===== config.mk =====
export PLATFORM = sky130hd
export DESIGN_NAME = top_level
export DESIGN_NICKNAME = d
export VERILOG_FILES = /design/src/rtl/top_level.sv
export SDC_FILE = /design/constraint.sdc
export NUM_CORES = 1
export LEC_CHECK = 0
export BUFFER_PORTS_ARGS = -buffer_cell sky130_fd_sc_hd__buf_2
export CORE_UTILIZATION = 56
export CTS_BUF_LIST = sky130_fd_sc_hd__clkbuf_4 sky130_fd_sc_hd__clkbuf_8 sky130_fd_sc_hd__clkbuf_16
export CTS_CLUSTER_DIAMETER = 60
export DETAILED_ROUTE_END_ITERATION = 10
export PLACE_DENSITY_LB_ADDON = 0.05
export SYNTH_ARGS = -nofsm -noshare
export SYNTH_HDL_FRONTEND = slang
export SYNTH_HIERARCHICAL = 1
export SYNTH_SLANG_ARGS = --single-unit
export TNS_END_PERCENT = 10

===== constraint.sdc =====
create_clock -name clk -period 3.65 [get_ports clk]
set_input_delay 0.5475 -clock clk [delete_from_list [all_inputs] [get_ports clk]]
set_output_delay 0.5475 -clock clk [all_outputs]
set_load 0.005 [all_outputs]

===== src/rtl/top_level.sv =====
// Hardwired SECDED encode/decode and 5-bit pattern-count accelerator
// over a 256-byte single-port data memory; one program per req pulse.
module data_mem (
    input  logic       clk,
    input  logic       i_we,
    input  logic [7:0] i_addr,
    input  logic [7:0] i_wdata,
    output logic [7:0] o_rdata
);
    logic [7:0] core [0:255];

    always @(posedge clk) begin
        if (i_we) core[i_addr] <= i_wdata;
    end

    assign o_rdata = core[i_addr];
endmodule

module top_level (
    input  logic clk,
    input  logic reset,
    input  logic req,
    output logic ack
);
    typedef enum logic [3:0] {
        S_IDLE, S_E0, S_E1, S_E2, S_E3,
        S_D0, S_D1, S_D2, S_D3,
        S_CP, S_CB, S_CW0, S_CW1, S_CW2, S_DONE
    } state_t;

    state_t      r_state;
    logic [1:0]  r_prog;
    logic        r_ack;
    logic [4:0]  r_idx;
    logic [7:0]  r_lo, r_hi;
    logic [4:0]  r_pat;
    logic [3:0]  r_prev;
    logic [7:0]  r_c0, r_c1, r_c2;

    logic [7:0]  w_addr, w_wdata, w_rdata, w_i2;
    logic        w_we;
    logic [11:1] w_d;
    logic        w_p8, w_p4, w_p2, w_p1, w_p16;
    logic [15:0] w_enc, w_cw, w_fix;
    logic [3:0]  w_syn;
    logic        w_par, w_dbl;
    logic [10:0] w_dec;
    logic [11:0] w_cat;
    logic [3:0]  w_in;
    logic [2:0]  w_nin, w_ncr;

    data_mem data_mem1 (
        .clk    (clk),
        .i_we   (w_we),
        .i_addr (w_addr),
        .i_wdata(w_wdata),
        .o_rdata(w_rdata)
    );

    assign ack  = r_ack;
    assign w_i2 = {2'b0, r_idx, 1'b0};

    // Hamming(16,11): parity at positions 1,2,4,8, overall parity in bit 0
    assign w_d   = {r_hi[2:0], r_lo};
    assign w_p8  = ^w_d[11:5];
    assign w_p4  = (^w_d[11:8]) ^ (^w_d[4:2]);
    assign w_p2  = w_d[11] ^ w_d[10] ^ w_d[7] ^ w_d[6] ^ w_d[4] ^ w_d[3] ^ w_d[1];
    assign w_p1  = w_d[11] ^ w_d[9] ^ w_d[7] ^ w_d[5] ^ w_d[4] ^ w_d[2] ^ w_d[1];
    assign w_p16 = (^w_d) ^ w_p8 ^ w_p4 ^ w_p2 ^ w_p1;
    assign w_enc = {w_d[11:5], w_p8, w_d[4:2], w_p4, w_d[1], w_p2, w_p1, w_p16};

    assign w_cw  = {r_hi, r_lo};
    assign w_dbl = !w_par && (w_syn != 4'd0);
    assign w_dec = {w_fix[15:9], w_fix[7:5], w_fix[3]};

    always_comb begin
        w_syn = '0;
        for (int k = 1; k < 16; k++) begin
            if (w_cw[k]) w_syn = w_syn ^ 4'(k);
        end
        w_par = ^w_cw;
        w_fix = w_cw;
        if (w_par) w_fix[w_syn] = ~w_cw[w_syn];
    end

    // Crossing windows pair the previous byte's low nibble with this byte
    always_comb begin
        w_cat = {r_prev, w_rdata};
        w_in  = '0;
        w_nin = '0;
        w_ncr = '0;
        for (int s = 0; s < 4; s++) begin
            w_in[s] = (w_rdata[s +: 5] == r_pat);
            if (w_in[s]) w_nin = w_nin + 3'd1;
            if ((w_cat[s + 4 +: 5] == r_pat) && (r_idx != 5'd0))
                w_ncr = w_ncr + 3'd1;
        end
    end

    always_comb begin
        w_addr  = '0;
        w_we    = 1'b0;
        w_wdata = '0;
        case (r_state)
            S_E0: w_addr = w_i2;
            S_E1: w_addr = w_i2 + 8'd1;
            S_E2: begin
                w_addr = w_i2 + 8'd30; w_we = 1'b1; w_wdata = w_enc[7:0];
            end
            S_E3: begin
                w_addr = w_i2 + 8'd31; w_we = 1'b1; w_wdata = w_enc[15:8];
            end
            S_D0: w_addr = w_i2 + 8'd64;
            S_D1: w_addr = w_i2 + 8'd65;
            S_D2: begin
                w_addr = w_i2 + 8'd94; w_we = 1'b1; w_wdata = w_dec[7:0];
            end
            S_D3: begin
                w_addr  = w_i2 + 8'd95;
                w_we    = 1'b1;
                w_wdata = {w_dbl, 4'b0, w_dec[10:8]};
            end
            S_CP:  w_addr = 8'd160;
            S_CB:  w_addr = 8'd128 + {3'b0, r_idx};
            S_CW0: begin w_addr = 8'd192; w_we = 1'b1; w_wdata = r_c0; end
            S_CW1: begin w_addr = 8'd193; w_we = 1'b1; w_wdata = r_c1; end
            S_CW2: begin w_addr = 8'd194; w_we = 1'b1; w_wdata = r_c2; end
            default: ;
        endcase
    end

    always_ff @(posedge clk) begin
        if (reset) begin
            r_state <= S_IDLE;
            r_prog  <= 2'd1;
            r_ack   <= 1'b0;
            r_idx   <= '0;
            r_lo    <= '0;
            r_hi    <= '0;
            r_pat   <= '0;
            r_prev  <= '0;
            r_c0    <= '0;
            r_c1    <= '0;
            r_c2    <= '0;
        end else begin
            case (r_state)
                S_IDLE: if (req) begin
                    r_ack <= 1'b0;
                    r_idx <= '0;
                    case (r_prog)
                        2'd1:    r_state <= S_E0;
                        2'd2:    r_state <= S_D0;
                        default: begin
                            r_state <= S_CP;
                            r_c0    <= '0;
                            r_c1    <= '0;
                            r_c2    <= '0;
                            r_prev  <= '0;
                        end
                    endcase
                end
                S_E0: begin r_lo <= w_rdata; r_state <= S_E1; end
                S_E1: begin r_hi <= w_rdata; r_state <= S_E2; end
                S_E2: r_state <= S_E3;
                S_E3: begin
                    r_idx   <= r_idx + 5'd1;
                    r_state <= (r_idx == 5'd14) ? S_DONE : S_E0;
                end
                S_D0: begin r_lo <= w_rdata; r_state <= S_D1; end
                S_D1: begin r_hi <= w_rdata; r_state <= S_D2; end
                S_D2: r_state <= S_D3;
                S_D3: begin
                    r_idx   <= r_idx + 5'd1;
                    r_state <= (r_idx == 5'd14) ? S_DONE : S_D0;
                end
                S_CP: begin r_pat <= w_rdata[4:0]; r_state <= S_CB; end
                S_CB: begin
                    r_c0    <= r_c0 + {5'b0, w_nin};
                    r_c1    <= r_c1 + {7'b0, |w_in};
                    r_c2    <= r_c2 + {5'b0, w_nin} + {5'b0, w_ncr};
                    r_prev  <= w_rdata[3:0];
                    r_idx   <= r_idx + 5'd1;
                    r_state <= (r_idx == 5'd31) ? S_CW0 : S_CB;
                end
                S_CW0: r_state <= S_CW1;
                S_CW1: r_state <= S_CW2;
                S_CW2: r_state <= S_DONE;
                S_DONE: begin
                    r_ack   <= 1'b1;
                    r_prog  <= (r_prog == 2'd3) ? 2'd1 : r_prog + 2'd1;
                    r_state <= S_IDLE;
                end
                default: r_state <= S_IDLE;
            endcase
        end
    end
endmodule


==> out/metrics.cfg <==
[outcome]
status=complete, no violations

[routing]
detail_route.drc_violations=0
route.final.wire_length_um=1693
drt-pass1-iter-count=4
drt_iter0_markers=13
number_of_nets_with_antenna_violations_after_detailed_routing=0
detail_route.wl_per_cell_um=14.72
via_count_normalized_by_instance_count=6.209
via_count=714

[synth]
synthCells=99
ys.flop_type=dfxtp_1
synthesis.area_per_instance_um2=8.468
yosysSeqAreaShare_pct=28.66
ys_seq_elements=12
yosys-mux-area-fraction_pct=2.388
synth.distinct_cells=36
netlist_area_um2=838.3
post_synth_and_or_nand_nor_area_fraction_pct=20.45
synth_xor_area_share_pct=0
ys_warn_count=6
syn_nets=107
synth_enable_flop_cells=0
share_of_synthesized_flip_flops_with_an_asynchronous_set_or_reset_pct=0
synthesized_area_fraction_occupied_by_ao_oa_aoi_and_oai_cells_pct=31.94
synth_adder_area_share_pct=7.463
main_combinational_cell_family_by_area_after_synthesis=compound AO/OA/AOI/OAI gates

[global_routing]
grt_usage_pct=24.32
gr-total-overflow=0
grt_start_max_net_pins=20
global_route_wire_length_before_repair_um=2573
number_of_global_route_vias_before_repair=572
antenna_found_initial=0

[placed_design]
detailedPlacementHpwl_um=1157
placement.setup.worst_slack_ps=2136
gp_congestion=0.8269
buffer_ports.inserted=3

[timing]
layout_setup_ws_ps=2127
timing.final.max_slew_violations=0
hold_violations=0
timing.fmax_ghz=0.6564
finalCritPeriodShare_pct=41.74
timing.setup.tns_ps=0
fin_crit_ps=1523
grt_setup_unrepaired=no
fin_clk_skew_ps=5.245
worst_slew_margin_rel_pct=63.03
final-setup-viol-count=0
worst-slew-pin-transition_ps=553.7

[floorplan]
io-pin-count=4
num_rows=13
starting_density_pct=62.09
floorplan_core_area_mm2=0.001350
floorplan.die.height_um=40.69
die-area_mm2=0.001656
die_w_um=40.69

[clock_network]
tritoncts_num_sinks=12
cts_repair_resize_count=0
cts_hold_repair.buffers=0
cts-buffers-inserted=3
insertion_delay_ps=280
clk_pin_slew_worst_paths_ps=80
cts_tree=done
cts_root_buffer=clkbuf_4
count_of_h_tree_levels_built_during_cts=1
clock_path_buffers=2
postCtsSetupRepairBufs=0

[critical_path]
critical-path-top-delay-family=simple AND/OR/NAND/NOR gates
crit_type=reg -> reg
crit_path_max_incr_delay_ps=630
worstPathArrival_ps=1660
worstSetupEndpointType=flop
crit_path_buf_inv_count=0
required_ps=3780
worstPathMaxFanout=15
critPathLaunchType=flop
critical-path-slowest-cell=or4_4
timing.critical_path.cells=or4_4 > o21ai_2 > a311oi_1

[final_layout]
fillCellCount=126
layout_area_growth_over_synthesis_pct=3.284
drive_above_1_share_pct=16.00
final_util_pct=64.13
design.final.nets=109
diodes=0
multi_input_area_um2=521.8
sequential_cell_area_um2=240.2

[job]
maxCapViolations=0

[worst_hold_path]
hold_class=reg -> reg

[pwr]
static-leakage-power_nw=0.3677
cellPowerDensity_mw_per_mm2=428.8
maximum_ir_drop_on_the_vdd_rail_v=0.0002533
total_power_mw=0.3712

worst reg2reg max path, delay by kind of cell, from the launching register on:
family	cells	cell delay, ps
AOI/OAI and AO/OA	2	290
DFF	1	460
and+or+nand+nor	1	630
cell families (layout without fill, tap and decap cells):
family | count (synthesis) | count (layout)
multiplexers | 2 | 2
AND/OR/NAND/NOR | 27 | 27
AO/OA/AOI/OAI | 38 | 38
flip-flops | 12 | 12
buffers and inverters | 15 | 16
adder cells (fa/ha/maj) | 5 | 5
where the power goes:
| part | internal, mW | switching [mW] | leakage (nW) | total [mW] |
|---|---|---|---|---|
| combinational | 0.0411 | 0.0502 | 0.249 | 0.0912 |
| clock | 0.0608 | 0.0484 | 0.0210 | 0.109 |
| sequential | 0.141 | 0.0298 | 0.0973 | 0.171 |
cell type report:
type | count | share of cell area (%)
Tap cell | 15 | 2.168
Sequential cell | 12 | 27.75
Multi-Input combinational cell | 72 | 60.26
Inverter | 9 | 3.902
Clock buffer | 4 | 4.191
Timing Repair Buffer | 3 | 1.734
worst paths after layout:
check	start	end	slack (ps)	cells after the start
max	r_state[1]	r_state[0]	2130	3
min	ack	ack	490	2
max reg2reg	r_state[1]	r_state[0]	2130	3
min reg2reg	ack	ack	490	2
flip-flops by register name, summed over array words and instances, names as in the netlist:
name and cells:
r_idx 5, r_state 4, ack 1, r_prog 2
metal layers:
| layer | GRT usage, % | share of wire, % |
|---|---|---|
| met5 | 0 | 0 |
| met1 | 33.33 | 51 |
| met3 | 9.783 | 3.0 |
| met4 | 7.500 | 1.0 |
| met2 | 34.52 | 45 |
synthesized netlist by cell type, drive strengths merged, types with 3 or more instances:
cell    number  area share (%)
a311oi       3             3.1
dfxtp       12              29
inv          9             4.0
nor2         4             1.8
a21oi        4             2.4
a31oi        3             2.2
nand2        3             1.3
ha           5             7.5
buf          4             3.0
nand3        4             2.4
o21ai       11             7.0
nor2b        4             3.0
a21o         3             2.7
o211ai       3             2.7
a211oi       4             3.6
metrics by stage:
step	instances	hold WS [ps]	instance area [um2]
final	115	492.0	865.8
after detailed placement	111	484.4	829.5
after global routing	115	527.6	865.8
after CTS	115	495.9	865.8
after floorplan	99	470.4	838.3
after global placement	111	474.5	829.5
cell usage in the layout, fill, tap and decap left out, types with 2 or more instances in the layout:
cell type   n
dfxtp_1    12
inv_1       9
and3_1      2
o21bai_1    2
o21ai_0    10
nand2_1     3
a21oi_1     4
mux2i_1     2
a211oi_1    4
a2111oi_2   2
o211ai_1    3
nor2b_1     4
nand3_1     4
nor2_1      4
ha_1        5
buf_2       3
a311oi_1    3
a21o_1      3
a31oi_1     3
clkbuf_4    3
No activity file was read; power rests on OpenSTA's default activity.
